===== src/rtl/fbuf_bank_pkg.sv =====
// Frame-buffer bank manager shared types: bank states,
// configuration checks and bank search helpers.
package fbuf_bank_pkg;

  typedef enum logic [1:0] {
    FREE    = 2'd0,
    WRITING = 2'd1,
    READY   = 2'd2,
    READING = 2'd3
  } bank_state_t;

  localparam int MIN_BANKS = 2;
  localparam int MAX_BANKS = 4;
  localparam int IDX_W     = 2;

  // One 2-bit state per bank, sized for the largest build.
  typedef logic [MAX_BANKS-1:0][1:0] bank_vec_t;

  typedef struct packed {
    logic             hit;
    logic [IDX_W-1:0] idx;
  } bank_find_t;

  function automatic bit cfg_ok(int n, int w);
    return (n >= MIN_BANKS) && (n <= MAX_BANKS)
        && ((1 << w) >= n);
  endfunction

  function automatic bank_vec_t reset_vec(int n);
    bank_vec_t v;
    for (int i = 0; i < MAX_BANKS; i++) begin
      v[i] = (i == n - 1) ? READING : FREE;
    end
    return v;
  endfunction

  // Lowest-index bank of the given state; banks >= n ignored.
  function automatic bank_find_t find_bank(
    bank_vec_t st, int n, bank_state_t s);
    bank_find_t r;
    r = '0;
    for (int i = MAX_BANKS - 1; i >= 0; i--) begin
      if (i < n && st[i] == s) begin
        r.hit = 1'b1;
        r.idx = IDX_W'(i);
      end
    end
    return r;
  endfunction

endpackage


===== src/rtl/load_pulse_stretch.sv =====
// Retriggerable pulse stretcher: trig_i starts (or restarts)
// a pulse_o high for LOAD_CYCLES clocks. Ports: clk, rst, trig_i, pulse_o.
module load_pulse_stretch #(
  parameter int LOAD_CYCLES = 4
) (
  input  logic clk,
  input  logic rst,
  input  logic trig_i,
  output logic pulse_o
);

  if (LOAD_CYCLES < 1 || LOAD_CYCLES > 15) begin : g_bad
    $error("load_pulse_stretch: LOAD_CYCLES out of range");
  end

  logic [3:0] cnt_q, cnt_d;

  always_comb begin
    cnt_d = cnt_q;
    if (trig_i) begin
      cnt_d = 4'(LOAD_CYCLES);
    end else if (cnt_q != 4'd0) begin
      cnt_d = cnt_q - 4'd1;
    end
  end

  always_ff @(posedge clk) begin
    if (rst) begin
      cnt_q <= '0;
    end else begin
      cnt_q <= cnt_d;
    end
  end

  assign pulse_o = (cnt_q != 4'd0);

endmodule


===== src/rtl/fbuf_bank_manager.sv =====
// N-bank frame-buffer manager: hands banks between camera writer and
// LCD reader tear-free; drives bank select, address window, reload pulses
// and drop/repeat/abort statistics. Inputs: clk, rst, frame_valid (async),
// frame_write_done, frame_read_done. Outputs: wr/rd bank, addr, max_addr,
// load, wr_busy, frames_dropped/repeated/aborted.
import fbuf_bank_pkg::*;

module fbuf_bank_manager #(
  parameter int NUM_BANKS   = 3,
  parameter int BANK_W      = 2,
  parameter int ADDR_W      = 20,
  parameter int FRAME_WORDS = 737280,
  parameter int LOAD_CYCLES = 4,
  parameter int CNT_W       = 16
) (
  input  logic                     clk,
  input  logic                     rst,
  input  logic                     frame_valid,
  input  logic                     frame_write_done,
  input  logic                     frame_read_done,
  output logic [BANK_W-1:0]        wr_bank,
  output logic [BANK_W-1:0]        rd_bank,
  output logic [BANK_W+ADDR_W-1:0] wr_addr,
  output logic [BANK_W+ADDR_W-1:0] wr_max_addr,
  output logic [BANK_W+ADDR_W-1:0] rd_addr,
  output logic [BANK_W+ADDR_W-1:0] rd_max_addr,
  output logic                     wr_load,
  output logic                     rd_load,
  output logic                     wr_busy,
  output logic [CNT_W-1:0]         frames_dropped,
  output logic [CNT_W-1:0]         frames_repeated,
  output logic [CNT_W-1:0]         frames_aborted
);

  if (!cfg_ok(NUM_BANKS, BANK_W)) begin : g_cfg_bad
    $error("fbuf_bank_manager: bad NUM_BANKS/BANK_W");
  end

  localparam bank_vec_t        ST_RST = reset_vec(NUM_BANKS);
  localparam logic [IDX_W-1:0] RD_RST = IDX_W'(NUM_BANKS - 1);

  function automatic logic [CNT_W-1:0] sat_add(
    logic [CNT_W-1:0] c, logic [1:0] inc);
    logic [CNT_W:0] s;
    s = {1'b0, c} + (CNT_W+1)'(inc);
    return s[CNT_W] ? '1 : s[CNT_W-1:0];
  endfunction

  // Synchroniser (s1,s2), edge history (s3), registered start pulse.
  logic       s1_q, s2_q, s3_q;
  logic       wr_start_q;

  bank_vec_t        st_q, st1, st2, st_d;
  logic [IDX_W-1:0] wr_bank_q, wr_bank_d;
  logic [IDX_W-1:0] rd_bank_q, rd_bank_d;
  logic [CNT_W-1:0] drop_q, drop_d;
  logic [CNT_W-1:0] rep_q, rep_d;
  logic [CNT_W-1:0] abort_q, abort_d;
  logic             wr_fire, rd_fire;
  logic [1:0]       drop_inc;
  logic             rep_inc, abort_inc;

  bank_find_t f_wr, f_rdy, f_rdy2, f_rdg2;
  bank_find_t f_wr3, f_free3, f_rdy3;

  always_ff @(posedge clk) begin
    if (rst) begin
      s1_q       <= 1'b0;
      s2_q       <= 1'b0;
      s3_q       <= 1'b0;
      wr_start_q <= 1'b0;
      st_q       <= ST_RST;
      wr_bank_q  <= '0;
      rd_bank_q  <= RD_RST;
      drop_q     <= '0;
      rep_q      <= '0;
      abort_q    <= '0;
    end else begin
      s1_q       <= frame_valid;
      s2_q       <= s1_q;
      s3_q       <= s2_q;
      wr_start_q <= s2_q & ~s3_q;
      st_q       <= st_d;
      wr_bank_q  <= wr_bank_d;
      rd_bank_q  <= rd_bank_d;
      drop_q     <= drop_d;
      rep_q      <= rep_d;
      abort_q    <= abort_d;
    end
  end

  assign f_wr  = find_bank(st_q, NUM_BANKS, WRITING);
  assign f_rdy = find_bank(st_q, NUM_BANKS, READY);

  // Commit, swap and start are chained so each sees the previous.
  always_comb begin
    st1       = st_q;
    drop_inc  = 2'd0;
    rep_inc   = 1'b0;
    abort_inc = 1'b0;
    wr_fire   = 1'b0;
    rd_fire   = 1'b0;
    rd_bank_d = rd_bank_q;
    wr_bank_d = wr_bank_q;

    if (frame_write_done && f_wr.hit) begin
      if (f_rdy.hit) begin
        st1[f_rdy.idx] = FREE;
        drop_inc       = drop_inc + 2'd1;
      end
      st1[f_wr.idx] = READY;
    end

    st2    = st1;
    f_rdy2 = find_bank(st1, NUM_BANKS, READY);
    f_rdg2 = find_bank(st1, NUM_BANKS, READING);
    if (frame_read_done) begin
      rd_fire = 1'b1;
      if (f_rdy2.hit) begin
        if (f_rdg2.hit) begin
          st2[f_rdg2.idx] = FREE;
        end
        st2[f_rdy2.idx] = READING;
        rd_bank_d       = f_rdy2.idx;
      end else begin
        rep_inc = 1'b1;
      end
    end

    st_d    = st2;
    f_wr3   = find_bank(st2, NUM_BANKS, WRITING);
    f_free3 = find_bank(st2, NUM_BANKS, FREE);
    f_rdy3  = find_bank(st2, NUM_BANKS, READY);
    if (wr_start_q) begin
      wr_fire = 1'b1;
      priority case (1'b1)
        f_wr3.hit: begin
          wr_bank_d = f_wr3.idx;
          abort_inc = 1'b1;
        end
        f_free3.hit: begin
          st_d[f_free3.idx] = WRITING;
          wr_bank_d         = f_free3.idx;
        end
        f_rdy3.hit: begin
          st_d[f_rdy3.idx] = WRITING;
          wr_bank_d        = f_rdy3.idx;
          drop_inc         = drop_inc + 2'd1;
        end
        default: ;
      endcase
    end

    drop_d  = sat_add(drop_q, drop_inc);
    rep_d   = sat_add(rep_q, {1'b0, rep_inc});
    abort_d = sat_add(abort_q, {1'b0, abort_inc});
  end

  load_pulse_stretch #(
    .LOAD_CYCLES(LOAD_CYCLES)
  ) u_wr_load (
    .clk    (clk),
    .rst    (rst),
    .trig_i (wr_fire),
    .pulse_o(wr_load)
  );

  load_pulse_stretch #(
    .LOAD_CYCLES(LOAD_CYCLES)
  ) u_rd_load (
    .clk    (clk),
    .rst    (rst),
    .trig_i (rd_fire),
    .pulse_o(rd_load)
  );

  always_comb begin
    wr_bank         = BANK_W'(wr_bank_q);
    rd_bank         = BANK_W'(rd_bank_q);
    wr_addr         = {wr_bank, ADDR_W'(0)};
    wr_max_addr     = {wr_bank, ADDR_W'(FRAME_WORDS)};
    rd_addr         = {rd_bank, ADDR_W'(0)};
    rd_max_addr     = {rd_bank, ADDR_W'(FRAME_WORDS)};
    wr_busy         = f_wr.hit;
    frames_dropped  = drop_q;
    frames_repeated = rep_q;
    frames_aborted  = abort_q;
  end

endmodule

===== config.mk =====
export PLATFORM = sky130hd
export DESIGN_NAME = fbuf_bank_manager
export DESIGN_NICKNAME = d
export VERILOG_FILES = /design/src/rtl/fbuf_bank_pkg.sv /design/src/rtl/load_pulse_stretch.sv /design/src/rtl/fbuf_bank_manager.sv
export SDC_FILE = /design/constraint.sdc
export NUM_CORES = 1
export LEC_CHECK = 0
export ABC_AREA = 1
export ABC_CLOCK_PERIOD_IN_PS = 5270
export CELL_PAD_IN_SITES_DETAIL_PLACEMENT = 0
export CELL_PAD_IN_SITES_GLOBAL_PLACEMENT = 1
export CORE_UTILIZATION = 33
export CTS_CLUSTER_DIAMETER = 60
export DETAILED_ROUTE_END_ITERATION = 6
export PLACE_DENSITY = 0.82
export SLEW_MARGIN = 10
export SYNTH_ARGS = -nofsm -noshare
export SYNTH_HDL_FRONTEND = slang
export SYNTH_SLANG_ARGS = --single-unit
export TNS_END_PERCENT = 50

===== constraint.sdc =====
create_clock -name clk -period 5.27 [get_ports clk]
set_input_delay 0.7905 -clock clk [delete_from_list [all_inputs] [get_ports clk]]
set_output_delay 0.7905 -clock clk [all_outputs]
set_load 0.005 [all_outputs]

==> flow_metrics.py, run 1 <==
metrics = {
    "worst_setup_path": {
        "critPathLaunch": "frame_write_done",
        "crit_type": "in -> reg",
        "timing.rr.start": "st_q[0]$_SDFF_PP0_",
        "cp.required_ps": 5490,
        "worstPathArrival_ps": 4990,
        "crit_fanout": 6,
        "start_kind": "input port",
        "crit_path_end_kind": "flop",
    },
    "floorplanning": {
        "dieHeight_um": 119,
        "core_area_mm2": 0.0133,
        "row_count": 42,
        "initial_utilization": 0.340,
        "boundaryPins": 148,
        "die_w_um": 119,
        "die-area_mm2": 0.0142,
    },
    "synth": {
        "yosys-top-cells-area": "dfxtp_1 (31%), buf_4 (15%), inv_1 (7.6%), nand2_1 (6.9%), nor2_1 (5.2%)",
        "ys.flop_type": "dfxtp_1",
        "syn_area_per_cell_um2": 7.24,
        "ys_ff_latch": 70,
        "yosysTopAreaCell": "dfxtp_1",
        "syn-cell-area_mm2": 0.00452,
        "synthArstFlopShare": 0,
        "ys_seq_area_frac": 0.310,
        "synth.most_common_cell": "inv_1",
        "synthCells": 624,
        "synth_edf_count": 0,
        "synth_cell_types": 43,
        "synth_top_area_share": 0.310,
        "synth_common_cells": "inv_1 (91), buf_4 (88), nand2_1 (83)",
        "ys_warn_count": 0,
    },
    "routing": {
        "drtIter0Drc": 172,
        "dr_total_vias": 3676,
        "wl_per_cell_um": 10.1,
        "routed_via_density": 4.24,
        "drt_wl_total_um": 8780,
        "drc_errors": 0,
        "drt_first_pass_iters": 4,
        "ant_nets": 0,
    },
    "global_routing": {
        "overflow": 0,
        "use_met2": 0.197,
        "grt_pass1_wl_um": 14700,
        "grt_usage": 0.127,
        "globalRouteMet1Util": 0.170,
        "grt_pass1_vias": 3171,
        "grt_util_met3": 0.0378,
        "grt_start_max_net_pins": 44,
        "antenna_found_initial": 0,
        "top_usage_layer": "met2",
    },
    "power_and_ir_drop": {
        "ir_worst_vdd_uv": 166,
        "power.share.combinational": 0.417,
        "power.switching_uw": 778,
        "p_leak_nw": 2.42,
        "power.density_mw_per_mm2": 380,
        "p_int_mw": 1.24,
        "p_total_mw": 2.01,
        "p_seq_frac": 0.312,
        "swShare": 0.387,
        "p_clk_frac": 0.271,
    },
    "layout": {
        "areaGrowthSynthToFinish_pct": 17.2,
        "final_nets": 701,
        "final_layout_size_suffix_gt1_frac": 0.0999,
        "diodes": 0,
    },
    "clock_tree": {
        "cts.path.max_buffers": 2,
        "cts_resized": 0,
        "numCtsBuffers": 9,
        "htree_num_levels": 3,
        "cts_tree": "done",
        "clk_pin_slew_ps": 50,
        "cts_sinks": 70,
        "insertion_delay_ps": 330,
        "cts_root_buffer": "clkbuf_16",
        "hold_buffers": 0,
        "cts_setup_buffers": 0,
    },
    "timing": {
        "tightest_slew_ps": 816,
        "final.period_utilization": 0.905,
        "setup_tns_ps": 0,
        "finalMaxSlewViolations": 0,
        "setup_violations": 0,
        "rsz0062_at_grt": "no",
        "hold_viol": 0,
        "fmax_mhz": 210,
        "finalClockSkew_ps": 8.12,
        "final.min_clock_period_ps": 4770,
        "relSlewSlack": 0.456,
    },
    "hold_path": {
        "hold_start": "s3_q$_SDFF_PP0_",
        "min_path_type": "reg -> reg",
    },
    "place": {
        "post-dp-hpwl_um": 6640,
        "portBuffers": 67,
        "gp_congestion": 0.816,
    },
    "flow_run": {
        "cap_violations": 0,
    },
    "run_status": {
        "outcome": "complete, no violations",
    },
}
[metrics by stage]
stage | worst slack, ps | util | hold slack (ps) | cells | cell area, um^2
5_1_grt | 17.6 | 0.398 | 388 | 867 | 5290
6_report | 501 | 0.398 | 386 | 867 | 5290
3_3_place_gp | 311 | 0.378 | 377 | 851 | 5020
3_5_place_dp | 187 | 0.378 | 377 | 851 | 5020
4_1_cts | 476 | 0.398 | 385 | 867 | 5290
2_1_floorplan | 1160 | - | 373 | 702 | 4810
[logic make-up (layout without fill, tap and decap cells)]
family | after synthesis | after routing | synth area share
xor gates and xnor gates | 26 | 26 | 0.0504
buffers and inverters | 196 | 185 | 0.237
other | 2 | 80 | 0.00166
adders and majority gates | 10 | 10 | 0.0294
DFF | 70 | 70 | 0.310
and+or+nand+nor | 247 | 247 | 0.281
AOI/OAI and AO/OA | 73 | 73 | 0.0908
[registers in the layout (all words and copies together), names as in the netlist, 2 cells and up]
signal / cells
frames_aborted: 16
st_q: 6
wr_bank: 2
u_wr_load.cnt_q: 4
rd_bank: 2
frames_dropped: 16
frames_repeated: 16
u_rd_load.cnt_q: 4
[final timing paths]
kind | to | slack (ps) | cells after the start
worst min register to register | wr_start_q$_SDFF_PP0_ | 390 | 1
worst max register to register | frames_dropped[14]$_SDFF_PP0_ | 1030 | 27
worst max-delay path | frames_dropped[14]$_SDFF_PP0_ | 500 | 25
worst min-delay path | wr_start_q$_SDFF_PP0_ | 390 | 1
[worst max-delay path: stages]
cell	delay, ps
clkdlybuf4s50_1	550
a21oi_1	290
inv_1	110
nand2_4	120
nand2_1	80
nor2_1	140
inv_2	80
nand2_2	90
nor2_2	50
nor3_2	160
inv_1	80
ha_1	280
nand2_1	50
nand2_1	50
ha_1	160
inv_1	50
fa_1	380
or2_2	330
nor3_2	170
nand3_1	220
nor3_2	250
nand4_1	140
and2_1	160
o21ai_0	160
inv_1	50
[per-layer routing]
metal / share of wire / up-vias
li1: - / 1933
met1: 0.49 / 1619
met2: 0.44 / 112
met3: 0.056 / 12
met4: 0.011 / 0
met5: 0 / -
[power by group through the flow]
stage	sequential (mW)	combinational (mW)	clock, mW
4_1_cts	0.629	0.850	0.562
3_3_place_gp	0.641	0.843	0
5_1_grt	0.636	0.950	0.592
3_5_place_dp	0.641	0.843	0
6_report	0.629	0.840	0.545
2_1_floorplan	0.631	0.695	0
[cell type report]
cell class	count	area (um^2)
fill	1395	8000
clock buffer	12	246
multi-input combinational	436	2340
inverter	100	378
tap	176	220
clock inverter	4	22.5
timing repair buffer	69	686
sequential	70	1400
[cells in the final DEF, fill, tap and decap left out, drive strengths merged, types with 2 or more instances in the layout]
cell and instances:
nor4 4, clkinv 3, nand4 8, xor2 19, nand3 42, nor2 66, or2 3, dfxtp 70
o21ai 24, inv 100, clkdlybuf4s50 67, ha 9, o31ai 2, a31oi 11, buf 2, nor3 20
nand2 99, conb 80, and2 2, a21oi 29, clkbuf 12, xnor2 7
(Power assumes the default switching activity.)
==> run 2, diff against run 1 <==
Settings changed: ABC_CLOCK_PERIOD_IN_PS 5270 to 5300, CAP_MARGIN set to 20.
Clock period 5.27 ns to 5.3 ns, I/O delays scaled along.
==> run 2 against run 1 <==
Count of clock-buffer cells in the layout stayed put. Utilization grew 0.36 points. Die area stayed put. Sequential share of layout area decreased by 0.24 points. Wire length is 3.2% higher. Via count is 1.0% higher. Sequential power hardly changed. Final cell count is the same. Global-route usage up 0.30 points. Power increased by 4.7%. Critical path depth is the same.
==> flow_metrics.py, run 2 (synthesis results as in run 1) <==
metrics = {
    "routing": {
        "drt_first_pass_iters": 4,
        "routed_via_density": 4.28,
        "drc_errors": 0,
        "ant_nets": 0,
        "drtIter0Drc": 201,
        "dr_total_vias": 3714,
        "drt_wl_total_um": 9060,
        "wl_per_cell_um": 10.5,
    },
    "clock_tree": {
        "cts_tree": "done",
        "htree_num_levels": 3,
        "cts.path.max_buffers": 2,
        "insertion_delay_ps": 330,
        "numCtsBuffers": 9,
        "cts_sinks": 70,
        "cts_setup_buffers": 0,
        "hold_buffers": 0,
        "clk_pin_slew_ps": 50,
        "cts_resized": 0,
        "cts_root_buffer": "clkbuf_16",
    },
    "layout": {
        "fin_util": 0.402,
        "final_nets": 701,
        "final_cells": 867,
        "final_common_cell": "inv_1",
        "final_layout_size_suffix_gt1_frac": 0.0999,
        "finish.instance_area_mm2": 0.00534,
        "diodes": 0,
        "areaGrowthSynthToFinish_pct": 18.2,
        "layout_common_cells": "inv_1 (91), nand2_1 (83), conb_1 (80)",
    },
    "global_routing": {
        "antenna_found_initial": 0,
        "grt_pass1_wl_um": 15000,
        "overflow": 0,
        "grt_start_max_net_pins": 44,
        "grt_pass1_vias": 3253,
        "grt_usage": 0.130,
    },
    "worst_setup_path": {
        "crit_path_end_kind": "flop",
        "start_kind": "input port",
        "r2r_cells": 27,
        "worst_path_max_delay_cell": "clkdlybuf4s50_1",
        "worstPathArrival_ps": 4950,
        "slowest_delay_ps": 540,
        "critPathLaunch": "frame_write_done",
        "timing.rr.start": "st_q[0]$_SDFF_PP0_",
        "r2r_slack_ps": 1060,
        "r2r-end": "frames_dropped[14]$_SDFF_PP0_",
        "path_common_cell": "inv_1",
        "cp.required_ps": 5510,
        "crit_fanout": 6,
        "crit_type": "in -> reg",
    },
    "floorplanning": {
        "initial_utilization": 0.340,
        "row_count": 42,
        "core_area_mm2": 0.0133,
        "dieHeight_um": 119,
        "die-area_mm2": 0.0142,
        "boundaryPins": 148,
        "die_w_um": 119,
    },
    "place": {
        "portBuffers": 67,
        "post-dp-hpwl_um": 6720,
        "dp_slack_ps": 239,
        "placed_area_mm2": 0.00502,
        "dp_cells": 851,
        "gp_congestion": 0.816,
    },
    "power_and_ir_drop": {
        "power.share.combinational": 0.399,
        "p_total_mw": 2.11,
        "p_clk_frac": 0.303,
        "swShare": 0.372,
        "p_leak_nw": 2.44,
        "power.switching_uw": 783,
        "power.density_mw_per_mm2": 395,
        "p_seq_frac": 0.297,
        "ir_worst_vdd_uv": 161,
        "p_int_mw": 1.32,
    },
    "hold_path": {
        "min_path_type": "reg -> reg",
        "hold_start": "s3_q$_SDFF_PP0_",
        "min_to": "wr_start_q$_SDFF_PP0_",
        "min_path_cells": 1,
    },
    "timing": {
        "final.min_clock_period_ps": 4740,
        "tightest_slew_ps": 825,
        "hold_viol": 0,
        "finalMaxSlewViolations": 0,
        "finalClockSkew_ps": 7.19,
        "setup_tns_ps": 0,
        "setup_violations": 0,
        "final.setup.worst_slack_ps": 560,
        "fmax_mhz": 211,
        "final.period_utilization": 0.894,
        "relSlewSlack": 0.449,
        "hold_ws_ps": 387,
        "rsz0062_at_grt": "no",
    },
    "flow_run": {
        "cap_violations": 0,
    },
    "run_status": {
        "outcome": "complete, no violations",
    },
}
[run 2: cell types whose count changed in the layout (fill, tap and decap cells not counted)]
cell        delta
clkinvlp_4     -1
bufinv_16      +2
clkinv_2       -1
[run 2: layer usage]
| metal | part of all wire | global-route usage | vias to the layer above |
|---|---|---|---|
| li1 | - | - | 1928 |
| met1 | 0.48 | 0.173 | 1657 |
| met2 | 0.45 | 0.206 | 117 |
| met3 | 0.058 | 0.0345 | 12 |
| met4 | 0.011 | 0.0380 | 0 |
| met5 | 0 | 0 | - |
[run 2: how the worst max path moves through the flow]
| stage | endpoint | slack (ps) | cells past startpoint |
|---|---|---|---|
| after floorplan | frames_dropped[14]$_SDFF_PP0_ | 1190 | 24 |
| after global placement | frames_dropped[14]$_SDFF_PP0_ | 320 | 25 |
| after detailed placement | frames_dropped[14]$_SDFF_PP0_ | 240 | 25 |
| after CTS | frames_dropped[14]$_SDFF_PP0_ | 550 | 25 |
| after global routing | frames_dropped[14]$_SDFF_PP0_ | 60 | 23 |
| final | frames_dropped[14]$_SDFF_PP0_ | 560 | 25 |
[run 2: cell type report]
cell class / count / area [um^2]
fillers: 1403 / 7950
multi-input cells: 436 / 2340
flip-flops and latches: 70 / 1400
repair buffers: 69 / 686
inverters: 100 / 378
clock buffers: 12 / 246
well taps: 176 / 220
clock inverters: 4 / 70.1
[run 2: critical path, delay by kind of cell]
family	cells	cell delay [ps]
fa+ha+maj	3	800
compound gates	2	430
simple gates	14	2000
buf+inv	6	890
[run 2: power by group through the flow]
stage | Clock, mW | Sequential, mW | Combinational, mW
finish | 0.639 | 0.627 | 0.842
global route | 0.683 | 0.634 | 0.945
CTS | 0.660 | 0.627 | 0.846
detailed placement | 0 | 0.638 | 0.838
global placement | 0 | 0.637 | 0.839
floorplan | 0 | 0.627 | 0.691
